**src/rtl/double_ball_timer.sv**
```systemverilog
// Purpose : times the double-ball bonus in video frames, blinks the indicator sprite near expiry,
//           and flags the goal that consumes the bonus.
// Latency : 1 cycle; all outputs registered on the CLK edge that samples the causing input.
// Backpressure: none; single-cycle event pulses are consumed as they arrive, priority goal > pickup > startOfFrame.
//
// Ports:
//   CLK, RESETn          clock, asynchronous active-low reset
//   startOfFrame         one-cycle pulse per video frame
//   pickup               one-cycle pulse when the bonus is collected
//   goal                 one-cycle pulse when any goal is scored
//   db_enaN              sprite enable (1 shows the indicator)
//   double_active        bonus armed (ACTIVE or WARN)
//   goal_doubled         one-cycle pulse when a goal consumes the bonus
//   frames_left[10:0]    remaining bonus frames, 0 when idle
module double_ball_timer #(
    parameter int DURATION_FRAMES = 600,
    parameter int WARN_FRAMES     = 120,
    parameter int BLINK_HALF      = 8
) (
    input  logic        CLK,
    input  logic        RESETn,
    input  logic        startOfFrame,
    input  logic        pickup,
    input  logic        goal,
    output logic        db_enaN,
    output logic        double_active,
    output logic        goal_doubled,
    output logic [10:0] frames_left
);

    // Blink counter only ever needs to hold BLINK_HALF-1; keep at least one bit.
    localparam int BW = (BLINK_HALF > 1) ? $clog2(BLINK_HALF) : 1;

    localparam logic [10:0]   DUR_LD     = 11'(DURATION_FRAMES);
    localparam logic [10:0]   WARN_TH    = 11'(WARN_FRAMES);
    localparam logic [BW-1:0] BLINK_LAST = BW'(BLINK_HALF - 1);

    typedef enum logic [1:0] {
        IDLE   = 2'd0,
        ACTIVE = 2'd1,
        WARN   = 2'd2
    } state_t;

    state_t        state_q, state_d;
    logic [10:0]   fl_q, fl_d;
    logic [10:0]   fl_dec;
    logic          db_q, db_d;
    logic          gd_q, gd_d;
    logic [BW-1:0] blink_q, blink_d;

    assign fl_dec = fl_q - 11'd1;

    always_ff @(posedge CLK or negedge RESETn) begin
        if (!RESETn) begin
            state_q <= IDLE;
            fl_q    <= '0;
            db_q    <= 1'b0;
            gd_q    <= 1'b0;
            blink_q <= '0;
        end else begin
            state_q <= state_d;
            fl_q    <= fl_d;
            db_q    <= db_d;
            gd_q    <= gd_d;
            blink_q <= blink_d;
        end
    end

    always_comb begin
        state_d = state_q;
        fl_d    = fl_q;
        db_d    = db_q;
        gd_d    = 1'b0;
        blink_d = blink_q;

        case (state_q)
            IDLE: begin
                // A goal has nothing to consume here, so a simultaneous pickup still arms.
                if (pickup) begin
                    state_d = ACTIVE;
                    fl_d    = DUR_LD;
                    db_d    = 1'b1;
                    blink_d = '0;
                end
            end

            ACTIVE, WARN: begin
                if (goal) begin
                    // Goal consumes the bonus; any same-cycle pickup is dropped.
                    state_d = IDLE;
                    fl_d    = '0;
                    db_d    = 1'b0;
                    gd_d    = 1'b1;
                    blink_d = '0;
                end else if (pickup) begin
                    // Reload wins over a same-cycle frame tick: no decrement.
                    state_d = ACTIVE;
                    fl_d    = DUR_LD;
                    db_d    = 1'b1;
                    blink_d = '0;
                end else if (startOfFrame) begin
                    fl_d = fl_dec;
                    if (fl_dec == 11'd0) begin
                        // Expiry takes precedence over any blink toggle on the last frame.
                        state_d = IDLE;
                        db_d    = 1'b0;
                        blink_d = '0;
                    end else if (state_q == ACTIVE) begin
                        if (fl_dec <= WARN_TH) begin
                            state_d = WARN;
                            db_d    = 1'b1;
                            blink_d = '0;
                        end
                    end else begin
                        // Counter counts completed frames of the current half-period.
                        if (blink_q == BLINK_LAST) begin
                            db_d    = ~db_q;
                            blink_d = '0;
                        end else begin
                            blink_d = blink_q + 1'b1;
                        end
                    end
                end
            end

            default: begin
                state_d = IDLE;
                fl_d    = '0;
                db_d    = 1'b0;
                blink_d = '0;
            end
        endcase
    end

    assign db_enaN       = db_q;
    assign double_active = (state_q != IDLE);
    assign goal_doubled  = gd_q;
    assign frames_left   = fl_q;

endmodule

```
**config.mk**
```make
export PLATFORM = sky130hd
export DESIGN_NAME = double_ball_timer
export DESIGN_NICKNAME = d
export VERILOG_FILES = /design/src/rtl/double_ball_timer.sv
export SDC_FILE = /design/constraint.sdc
export NUM_CORES = 1
export LEC_CHECK = 0
export CAP_MARGIN = 10
export CELL_PAD_IN_SITES_DETAIL_PLACEMENT = 0
export CELL_PAD_IN_SITES_GLOBAL_PLACEMENT = 1
export CORE_ASPECT_RATIO = 0.8
export CORE_MARGIN = 1.5
export CORE_UTILIZATION = 44
export CTS_CLUSTER_DIAMETER = 50
export DETAILED_ROUTE_END_ITERATION = 12
export GPL_ROUTABILITY_DRIVEN = 0
export PLACE_DENSITY = 0.89
export SYNTH_ARGS = -nofsm -noshare
export SYNTH_HDL_FRONTEND = slang
export SYNTH_SLANG_ARGS = --single-unit
export TNS_END_PERCENT = 1
```
**constraint.sdc**
```tcl
create_clock -name CLK -period 4.5 [get_ports CLK]
set_clock_uncertainty 0.05 [all_clocks]
set_input_delay 0.9 -clock CLK [delete_from_list [all_inputs] [get_ports CLK]]
set_output_delay 0.9 -clock CLK [all_outputs]
set_load 0.05 [all_outputs]
```
==> results of run 1 <==
## power by group
| group | switching [W] | internal (W) | leakage [nW] | total (W) |
|---|---|---|---|---|
| clock | 0.0000579 | 0.0000779 | 0.0288 | 0.000136 |
| combinational | 0.000413 | 0.000244 | 0.397 | 0.000657 |
| sequential | 0.0000728 | 0.000207 | 0.235 | 0.000279 |
## cell type report
class | instances | area (sq um) | area share
Inverter | 7 | 26.3 | 0.0169
Clock buffer | 4 | 55.1 | 0.0355
Multi-Input combinational cell | 117 | 793 | 0.511
Tap cell | 38 | 47.5 | 0.0306
Sequential cell | 18 | 450 | 0.290
Timing Repair Buffer | 18 | 180 | 0.116
## cells in the final DEF, fill, tap and decap left out, types with 2 or more instances in the layout
| cell | instances |
|---|---|
| sky130_fd_sc_hd__nor3_1 | 6 |
| sky130_fd_sc_hd__or2_2 | 3 |
| sky130_fd_sc_hd__mux2_4 | 2 |
| sky130_fd_sc_hd__nor2_1 | 13 |
| sky130_fd_sc_hd__a22o_1 | 4 |
| sky130_fd_sc_hd__clkbuf_8 | 4 |
| sky130_fd_sc_hd__nand2b_1 | 4 |
| sky130_fd_sc_hd__inv_1 | 7 |
| sky130_fd_sc_hd__o31ai_1 | 4 |
| sky130_fd_sc_hd__or3_1 | 2 |
| sky130_fd_sc_hd__or4_1 | 2 |
| sky130_fd_sc_hd__clkdlybuf4s50_1 | 18 |
| sky130_fd_sc_hd__a21oi_1 | 5 |
| sky130_fd_sc_hd__ha_1 | 7 |
| sky130_fd_sc_hd__dfrtp_1 | 18 |
| sky130_fd_sc_hd__a31oi_1 | 2 |
| sky130_fd_sc_hd__nand3b_1 | 2 |
| sky130_fd_sc_hd__nand2_1 | 14 |
| sky130_fd_sc_hd__o21ai_0 | 15 |
| sky130_fd_sc_hd__a32oi_1 | 2 |
| sky130_fd_sc_hd__nand3_1 | 2 |
| sky130_fd_sc_hd__nor4_1 | 3 |
## registers in the layout, indices dropped and copies added (netlist names)
name          count
frames_left      11
goal_doubled      1
db_enaN           1
state_q           2
blink_q           3
## how the worst min path moves through the flow
stage | start | end | slack [ns] | depth (start not counted)
global placement | blink_q[2] | blink_q[2] | 0.45 | 1
CTS | blink_q[1] | blink_q[1] | 0.47 | 1
detailed placement | blink_q[1] | blink_q[1] | 0.45 | 1
floorplan | blink_q[1] | blink_q[1] | 0.43 | 1
global route | blink_q[1] | blink_q[1] | 0.49 | 1
finish | blink_q[1] | blink_q[1] | 0.47 | 1
## per-stage QoR
stage	instances	util	hold WS (ns)	instance area, sq um	total power [W]
after floorplan	150	-	0.427	1320	0.000772
after global placement	198	0.533	0.445	1500	0.000924
after detailed placement	198	0.533	0.451	1500	0.000932
after CTS	202	0.553	0.471	1550	0.00107
after global routing	202	0.553	0.495	1550	0.00115
final	202	0.553	0.473	1550	0.00107
## cells by family (layout without fill, tap and decap cells)
group | count (synthesis) | in the layout | synth area share
AND/OR/NAND/NOR | 60 | 60 | 0.247
AO/OA/AOI/OAI | 46 | 46 | 0.252
flip-flops | 18 | 18 | 0.342
buffers and inverters | 15 | 29 | 0.0551
adder cells (fa/ha/maj) | 7 | 7 | 0.0665
multiplexers | 3 | 3 | 0.0304
XOR/XNOR | 1 | 1 | 0.00666
## metal layers
| metal | wire length (microns) | global-route usage |
|---|---|---|
| met1 | 1500 | 0.296 |
| met2 | 1420 | 0.299 |
| met3 | 228 | 0.0498 |
| met4 | 5 | 0.0248 |
| met5 | 0 | 0 |
## worst register-to-register path, delay by kind of cell, from the launching register on
kind	cells	cell delay, ns
multiplexers	2	0.56
buffers and inverters	1	0.08
AND/OR/NAND/NOR	1	0.40
AO/OA/AOI/OAI	2	0.72
flip-flops	1	0.50
adder cells (fa/ha/maj)	1	0.37
==> results.txt, run 1 <==
----------------------------------------------------
[Run status]
  Outcome ... finished, final reports clean

[Worst setup path]
  Worst setup path category ... input port to flop
  Capturing element of the worst setup path ... frames_left[8]
  Register-to-Register Path Depth ... 7
  Cell breakdown of the critical path ... clkdlybuf4s50_1 -> nor2b_1 -> nand2b_1 -> or4_1 -> o21ai_0 -> a22o_1
  Kind of end point of the critical path ... flop
  CP Launch Point ... goal
  Data arrival at the endpoint of the critical path ... around 3 ns
  CP required ... roughly 4.7 ns
  Crit-path leading delay family ... simple AND/OR/NAND/NOR gates
  Levels on crit path ... 6
  Endpoint of the most critical register-to-register path ... state_q[0]
  Start of the worst register-to-register path ... frames_left[0]
  Kind of start point of the critical path ... input port
  Worst R2R Setup Slack ... approximately 1.7 ns
  Worst path buffer plus inverter count ... 1
  Cell type of the slowest stage on the worst timing path ... sky130_fd_sc_hd__or4_1
  Max Fanout on Critical Path ... 10
  Slowest Stage Delay on Critical Path ... 0.63 ns

[Routing]
  Number of DRC markers in iteration 0 ... 79
  Antenna-violating nets left ... 0
  First-pass DRT Iterations ... 6
  Number of vias after detailed routing ... about 1200
  Number of DRC violations after detailed routing ... 0
  Via density ... between 6 and 7
  Average detailed-routed wire length per instance ... 15.6 microns
  Final wirelength ... approximately 3.2 mm

[Logic synthesis]
  Sequential area share after synthesis ... 0.342
  Number of cells produced by synthesis ... 150
  Average instance area after synthesis ... about 9 sq um
  Area leader, netlist ... sky130_fd_sc_hd__dfrtp_1
  #FFs+latches synth ... 18
  Most frequently used cell type in the post-synthesis netlist ... sky130_fd_sc_hd__dfrtp_1
  Leading cell types by count after synthesis ... sky130_fd_sc_hd__dfrtp_1, sky130_fd_sc_hd__o21ai_0, sky130_fd_sc_hd__nand2_1
  Number of synthesized flops with an enable pin ... 0
  Post-synth cell types ... 49
  Top flip-flop cell by instance count after synthesis ... sky130_fd_sc_hd__dfrtp_1
  Share of async-settable or async-resettable flops after synthesis ... 1.00
  Fraction of post-synthesis cell area in the top cell type by area ... 0.342
  Number of warnings reported in the yosys synthesis log ... 0
  Area contributors post-synth ... sky130_fd_sc_hd__dfrtp_1, sky130_fd_sc_hd__ha_1, sky130_fd_sc_hd__o21ai_0, sky130_fd_sc_hd__nand2_1, sky130_fd_sc_hd__nor2_1
  Total nets after synthesis ... roughly 160
  Cell Area, Synth ... between 1000 and 1500 sq um

[Global route]
  Wire length of the first global-routing pass ... ~5.1 mm
  Largest net degree at the start of global routing ... 19
  Total gr overflow ... 0
  Total global routing track utilization ... 0.199
  Number of antenna violations at the first check in global routing ... 0
  Number of global-route vias before repair ... just over 1000

[STA]
  Post-Route Setup TNS ... 0 ns
  Share of the clock period used by the worst path after layout ... 0.632
  Worst rel slew slack ... 0.423
  Time the worst path needs with I/O delays and setup ... about 2.8 ns
  Final number of setup-violating endpoints ... 0
  Number of endpoints with negative hold slack in the final report ... 0
  Slew at the pin closest to its max-slew limit ... about 0.86 ns
  Peak Freq ... roughly 0.35 GHz
  Post-layout worst setup margin ... between 1.5 and 2 ns
  Final Max Tran Viols ... 0
  RSZ-0062 raised after global routing ... false

[CTS]
  Clk Latency, worst-skew pair ... around 0.26 ns
  Number of buffers added for setup after CTS ... 0
  Number of hold buffers added after CTS ... 0
  Clock-pin slew on the worst setup and hold paths ... 0.07 ns
  Buffer type at the clock tree root ... sky130_fd_sc_hd__clkbuf_8
  Bufs on Longest Clock Path ... 2
  TritonCTS Sinks ... 18
  Cts repair resizes ... 0
  TritonCTS clock tree ... built
  Number of buffers inserted during clock tree synthesis ... 3
  H-tree depth reported by CTS ... 1

[Place]
  Worst slack at placement ... between 1 and 1.5 ns
  Placed wire-length estimate after detailed placement ... between 2 and 2.5 mm
  Number of buffers added on ports ... 18

[Die]
  Floorplan die area ... 3330 sq um
  Die Span X ... 64.2 microns
  Starting density of the core ... 0.469
  Floorplan core area ... between 2000 and 3000 sq um
  Chip height ... between 50 and 60 microns
  Rows ... 17
  I/O pin count ... 19

[Finish]
  Fin nets ... 177
  Area delta synth->final ... 18.0%
  Ant. Diodes ... 0
  Total of fill cells in the finished design ... ~260
  Share of final-layout standard cells stronger than drive strength 1 ... 0.104

[Min path]
  Worst min-delay path category ... flop to flop

[Power]
  Maximum resistive drop on vdd ... around 0.31 mV
  Power density relative to cell area ... about 690 nW/um^2
  Pleak ... ~0.66 nW

[Job]
  Count of max-cap constraint violations ... 0

----------------------------------------------------
No activity file was read; power rests on OpenSTA's default activity.
==> run 2: changes to the inputs <==
--- a/config.mk
+++ b/config.mk
@@ -10,11 +10,11 @@
 export CELL_PAD_IN_SITES_GLOBAL_PLACEMENT = 1
 export CORE_ASPECT_RATIO = 0.8
 export CORE_MARGIN = 1.5
-export CORE_UTILIZATION = 44
+export CORE_UTILIZATION = 36
 export CTS_CLUSTER_DIAMETER = 50
 export DETAILED_ROUTE_END_ITERATION = 12
 export GPL_ROUTABILITY_DRIVEN = 0
-export PLACE_DENSITY = 0.89
+export PLACE_DENSITY = 0.79
 export SYNTH_ARGS = -nofsm -noshare
 export SYNTH_HDL_FRONTEND = slang
 export SYNTH_SLANG_ARGS = --single-unit
==> constraint.sdc (replaced) <==
create_clock -name CLK -period 2.6 [get_ports CLK]
set_clock_uncertainty 0.05 [all_clocks]
set_input_delay 0.52 -clock CLK [delete_from_list [all_inputs] [get_ports CLK]]
set_output_delay 0.52 -clock CLK [all_outputs]
set_load 0.05 [all_outputs]
==> run 2 against run 1 <==
Net effect:
- first-iteration DRC count increased by 41%
- highest routed layer unchanged
- worst hold slack better by 0.0026 ns
- critical path depth stayed put
- clock power is 53% higher
- power is 85% higher
- non-clock buffer count rose by 15
- largest cell class unchanged
- global-route usage fell by 1.1 points
- sequential power grew 52%
- via count grew 7.6%
- design area up 8.7%
==> results.txt, run 2 (synthesis results as in run 1) <==
----------------------------------------------------
[CTS]
  Bufs on Longest Clock Path ... 2
  TritonCTS Sinks ... 18
  Clock-pin slew on the worst setup and hold paths ... roughly 0.080 ns
  TritonCTS clock tree ... built
  Clk Latency, worst-skew pair ... ~0.26 ns
  H-tree depth reported by CTS ... 1
  Buffer type at the clock tree root ... sky130_fd_sc_hd__clkbuf_8
  Number of buffers inserted during clock tree synthesis ... 3
  Number of hold buffers added after CTS ... 0

[STA]
  Time the worst path needs with I/O delays and setup ... approximately 2.5 ns
  Share of the clock period used by the worst path after layout ... 0.957
  Slew at the pin closest to its max-slew limit ... 0.522 ns
  Number of endpoints with negative hold slack in the final report ... 0
  Final number of setup-violating endpoints ... 0
  Post-Route Setup TNS ... 0 ns
  Final Max Tran Viols ... 0
  Worst hold slack ... 0.476 ns
  RSZ-0062 raised after global routing ... false
  Worst rel slew slack ... 0.649
  Peak Freq ... 0.402 GHz

[Finish]
  Flip-flop count of the largest register after layout ... 11
  Area delta synth->final ... 28.2%
  Leading cell type in the layout, fill and taps excluded ... sky130_fd_sc_hd__clkdlybuf4s50_1
  Fin nets ... about 190
  Ant. Diodes ... 0
  Share of final-layout standard cells stronger than drive strength 1 ... 0.229
  Most frequent cells in the layout ... sky130_fd_sc_hd__clkdlybuf4s50_1, sky130_fd_sc_hd__o21ai_0, sky130_fd_sc_hd__buf_4, sky130_fd_sc_hd__nand2_1, sky130_fd_sc_hd__nor2_1

[Die]
  Chip height ... about 57 microns
  Rows ... 19
  Starting density of the core ... 0.379
  Floorplan die area ... 4030 sq um
  Floorplan core area ... 3470 sq um
  Die Span X ... about 71 microns
  I/O pin count ... 19

[Routing]
  Antenna-violating nets left ... 0
  Average detailed-routed wire length per instance ... roughly 16 microns
  Number of vias after detailed routing ... 1308
  Via density ... 5.92
  Final wirelength ... approximately 3.6 mm
  Number of DRC violations after detailed routing ... 0
  First-pass DRT Iterations ... 4
  Number of DRC markers in iteration 0 ... 111

[Place]
  Placed wire-length estimate after detailed placement ... about 2.6 mm
  Number of buffers added on ports ... 18

[Power]
  Clock share of power ... 0.105
  Switching share of power ... 0.500
  Maximum resistive drop on vdd ... roughly 0.45 mV
  Post-layout total power ... ~0.0020 W
  Part of the total power dissipated in combinational logic ... 0.682
  Psw ... roughly 0.001 W
  Flop pwr share ... 0.214
  P_int ... around 0.001 W
  Power density relative to cell area ... roughly 1200 nW/um^2
  Pleak ... roughly 0.7 nW

[Worst setup path]
  Cell type of the slowest stage on the worst timing path ... sky130_fd_sc_hd__or4_4
  CP required ... 2.70 ns
  Kind of end point of the critical path ... flop
  Data arrival at the endpoint of the critical path ... about 2.6 ns
  Slowest Stage Delay on Critical Path ... between 0.5 and 0.6 ns
  Worst setup path category ... flop to flop
  Kind of start point of the critical path ... flop
  Cell breakdown of the critical path ... or4_4 -> or3_1 -> a222oi_1 -> nor3_2 -> o221ai_2 -> mux2_4
  Max Fanout on Critical Path ... 4

[Global route]
  Number of global-route vias before repair ... about 1200
  Number of antenna violations at the first check in global routing ... 0
  Largest net degree at the start of global routing ... 19
  Wire length of the first global-routing pass ... roughly 6.0 mm
  Total gr overflow ... 0
  Total global routing track utilization ... 0.187

[Job]
  Count of max-cap constraint violations ... 0

[Min path]
  Worst min-delay path category ... flop to flop

[Run status]
  Outcome ... finished, final reports clean

----------------------------------------------------
-- run 2: what timing repair did --
| action | CTS | global route |
|---|---|---|
| endpoints found under the setup margin | 0 | 5 |
| gates resized for setup | 0 | 4 |
| setup buffers | 0 | 1 |
-- run 2: layout make-up --
cell class              instances  area, sq um
clock buffers                   4         45.0
fillers                       340         1780
inverters                       7         26.3
multi-input cells             117          813
flip-flops and latches         18          458
well taps                      42         52.6
repair buffers                 33          293
-- run 2: path summary, 6_finish.rpt --
kind | cells after the start | slack [ns] | endpoint | start
min reg2reg | 1 | 0.48 | blink_q[2] | blink_q[2]
max | 6 | 0.11 | db_enaN | frames_left[5]
min | 1 | 0.48 | blink_q[2] | blink_q[2]
max reg2reg | 6 | 0.11 | db_enaN | frames_left[5]
max in group asynchronous | 2 | 1.72 | frames_left[0] | RESETn
min in group asynchronous | 2 | 0.55 | frames_left[2] | RESETn
-- run 2: worst max-delay path, delay by kind of cell, from the launching register on --
family	cells	cell delay, ns
AO/OA/AOI/OAI	2	0.59
flip-flops	1	0.41
multiplexers	1	0.32
AND/OR/NAND/NOR	3	1.01
-- run 2: routing by layer --
layer  global-route usage  share of wire  vias up
met3               0.0424          0.058       10
met2                0.267           0.43       51
met1                0.282           0.49      635
met5                    0              0        -
li1                     -              -      612
met4               0.0593          0.019        0
-- run 2: power groups by stage --
stage	registers (W)	logic (W)	clock network [W]
after floorplan	0.000626	0.000717	0
after global placement	0.000426	0.00129	0
after detailed placement	0.000430	0.00131	0
after CTS	0.000424	0.00132	0.000218
after global routing	0.000435	0.00147	0.000227
final	0.000424	0.00135	0.000208
-- run 2: stage by stage --
| stage | worst slack (ns) | std cells | utilization | area (sq um) |
|---|---|---|---|---|
| after floorplan | 0.00461 | 150 | - | 1320 |
| after global placement | 0.176 | 216 | 0.465 | 1620 |
| after detailed placement | 0.0649 | 216 | 0.465 | 1620 |
| after CTS | 0.0635 | 220 | 0.478 | 1660 |
| after global routing | 0.0127 | 221 | 0.486 | 1690 |
| final | 0.113 | 221 | 0.486 | 1690 |
==> run 3: changes to the inputs <==
--- a/config.mk
+++ b/config.mk
@@ -8,7 +8,6 @@
 export CAP_MARGIN = 10
 export CELL_PAD_IN_SITES_DETAIL_PLACEMENT = 0
 export CELL_PAD_IN_SITES_GLOBAL_PLACEMENT = 1
-export CORE_ASPECT_RATIO = 0.8
 export CORE_MARGIN = 1.5
 export CORE_UTILIZATION = 36
 export CTS_CLUSTER_DIAMETER = 50
==> run 3 against run 2 <==
Net effect:
- combinational power hardly changed
- worst setup slack worse by 0.017 ns
- sequential cell count stayed put
- design area is 0.96% lower
- critical path type unchanged
==> results.txt, run 3 (synthesis results as in run 1) <==
----------------------------------------------------
[STA]
  Final Max Tran Viols ... 0
  Final number of setup-violating endpoints ... 0
  Worst rel slew slack ... 0.652
  Time the worst path needs with I/O delays and setup ... around 2.5 ns
  Number of endpoints with negative hold slack in the final report ... 0
  Post-Route Setup TNS ... 0 ns
  Share of the clock period used by the worst path after layout ... 0.963
  Peak Freq ... ~0.4 GHz
  Slew at the pin closest to its max-slew limit ... 0.522 ns

[Routing]
  Average detailed-routed wire length per instance ... ~15 microns
  Number of vias after detailed routing ... 1275
  Number of DRC markers in iteration 0 ... 31
  Antenna-violating nets left ... 0
  Via density ... 5.67
  Number of DRC violations after detailed routing ... 0
  First-pass DRT Iterations ... 4
  Final wirelength ... between 3 and 4 mm

[Job]
  Count of max-cap constraint violations ... 0

[CTS]
  TritonCTS Sinks ... 18
  Bufs on Longest Clock Path ... 2
  Clock-pin slew on the worst setup and hold paths ... 0.12 ns
  Buffer type at the clock tree root ... sky130_fd_sc_hd__clkbuf_4
  Number of hold buffers added after CTS ... 0
  H-tree depth reported by CTS ... 1
  TritonCTS clock tree ... built
  Number of buffers inserted during clock tree synthesis ... 3
  Clk Latency, worst-skew pair ... approximately 0.3 ns

[Finish]
  Register Area ... around 460 sq um
  Total of fill cells in the finished design ... between 300 and 400
  Flip-flop count of the largest register after layout ... 11
  Number of standard cells in the layout, taps in and fillers out ... around 230
  Leading cell type in the layout, fill and taps excluded ... sky130_fd_sc_hd__clkdlybuf4s50_1
  Multi-input combinational cell area ... about 800 sq um
  Fin nets ... 192
  Share of final-layout standard cells stronger than drive strength 1 ... 0.223
  Post-layout utilization of the core ... 0.489
  Post-route design area ... ~1700 sq um
  Area delta synth->final ... 27.0%
  Ant. Diodes ... 0
  Most frequent cells in the layout ... sky130_fd_sc_hd__clkdlybuf4s50_1, sky130_fd_sc_hd__o21ai_0, sky130_fd_sc_hd__buf_4, sky130_fd_sc_hd__nand2_1, sky130_fd_sc_hd__nor2_1

[Die]
  Floorplan die area ... ~4000 sq um
  Die Span X ... about 63 microns
  Starting density of the core ... 0.385
  Floorplan core area ... 3420 sq um
  Chip height ... approximately 63 microns
  Rows ... 21
  I/O pin count ... 19

[Global route]
  Total global routing track utilization ... 0.183
  Wire length of the first global-routing pass ... between 5 and 6 mm
  Largest net degree at the start of global routing ... 15
  Number of antenna violations at the first check in global routing ... 0
  Number of global-route vias before repair ... 1242
  Total gr overflow ... 0

[Worst setup path]
  Max Fanout on Critical Path ... 7
  Kind of start point of the critical path ... flop
  Worst R2R Setup Slack ... around 0.095 ns
  Start of the worst register-to-register path ... frames_left[1]
  CP Launch Point ... frames_left[1]
  CP required ... roughly 2.8 ns
  Register-to-Register Path Depth ... 6
  Capturing element of the worst setup path ... db_enaN
  Worst setup path category ... flop to flop
  Endpoint of the most critical register-to-register path ... db_enaN
  Kind of end point of the critical path ... flop
  Data arrival at the endpoint of the critical path ... between 2 and 3 ns

[Power]
  Pleak ... around 0.72 nW
  Power density relative to cell area ... 1160 nW/um^2
  Maximum resistive drop on vdd ... between 0.4 and 0.5 mV

[Place]
  Placed wire-length estimate after detailed placement ... approximately 2.5 mm
  Number of buffers added on ports ... 18
  Cell count after placement ... between 200 and 250
  Area post-placement ... about 1600 sq um

[Run status]
  Outcome ... finished, final reports clean

[Min path]
  Worst min-delay path category ... input port to async pin

----------------------------------------------------
-- run 3: per-layer routing --
metal  vias up  global-route usage  routed length [microns]
met2        45               0.276                     1600
met1       610               0.265                     1620
met5         -                   0                        0
li1        614                   -                        -
met3         6              0.0357                      193
met4         0              0.0516                       44
-- run 3: power by group --
part | switching, W | internal [W]
Clock | 0.0000979 | 0.0000854
Sequential | 0.0000590 | 0.000363
Combinational | 0.000817 | 0.000516
-- run 3: critical path, cell delays in order (launching register included) --
cell and delay (ns):
sky130_fd_sc_hd__dfrtp_2 0.46, sky130_fd_sc_hd__or3_1 0.49, sky130_fd_sc_hd__or3_1 0.39, sky130_fd_sc_hd__a222oi_1 0.36
sky130_fd_sc_hd__nor3_2 0.13, sky130_fd_sc_hd__o221ai_2 0.21, sky130_fd_sc_hd__mux2_4 0.31
-- run 3: worst min-delay path by stage --
stage | start | end | depth (start not counted)
3_5_place_dp | blink_q[1] | blink_q[1] | 1
3_3_place_gp | blink_q[1] | blink_q[1] | 1
5_1_grt | RESETn | frames_left[2] | 1
6_report | RESETn | frames_left[2] | 1
2_1_floorplan | RESETn | blink_q[0] | 0
4_1_cts | RESETn | frames_left[2] | 1
-- run 3: area by class of cell --
class	count	area share
multi-input cells	117	0.479
flip-flops and latches	18	0.274
well taps	46	0.0344
inverters	7	0.0157
repair buffers	33	0.175
clock buffers	4	0.0217
-- run 3: metrics by stage --
stage               setup WS, ns  hold slack [ns]  total power [W]
detailed placement        0.0468            0.451          0.00173
floorplan                0.00461            0.174          0.00134
global route             -0.0328            0.466          0.00209
finish                    0.0952            0.447          0.00194
CTS                       0.0134            0.466          0.00192
global placement           0.124            0.445          0.00171
-- run 3: repair_timing --
action,CTS,global route
endpoints found under the setup margin,0,6
gates resized for setup,0,2
setup buffers,0,1
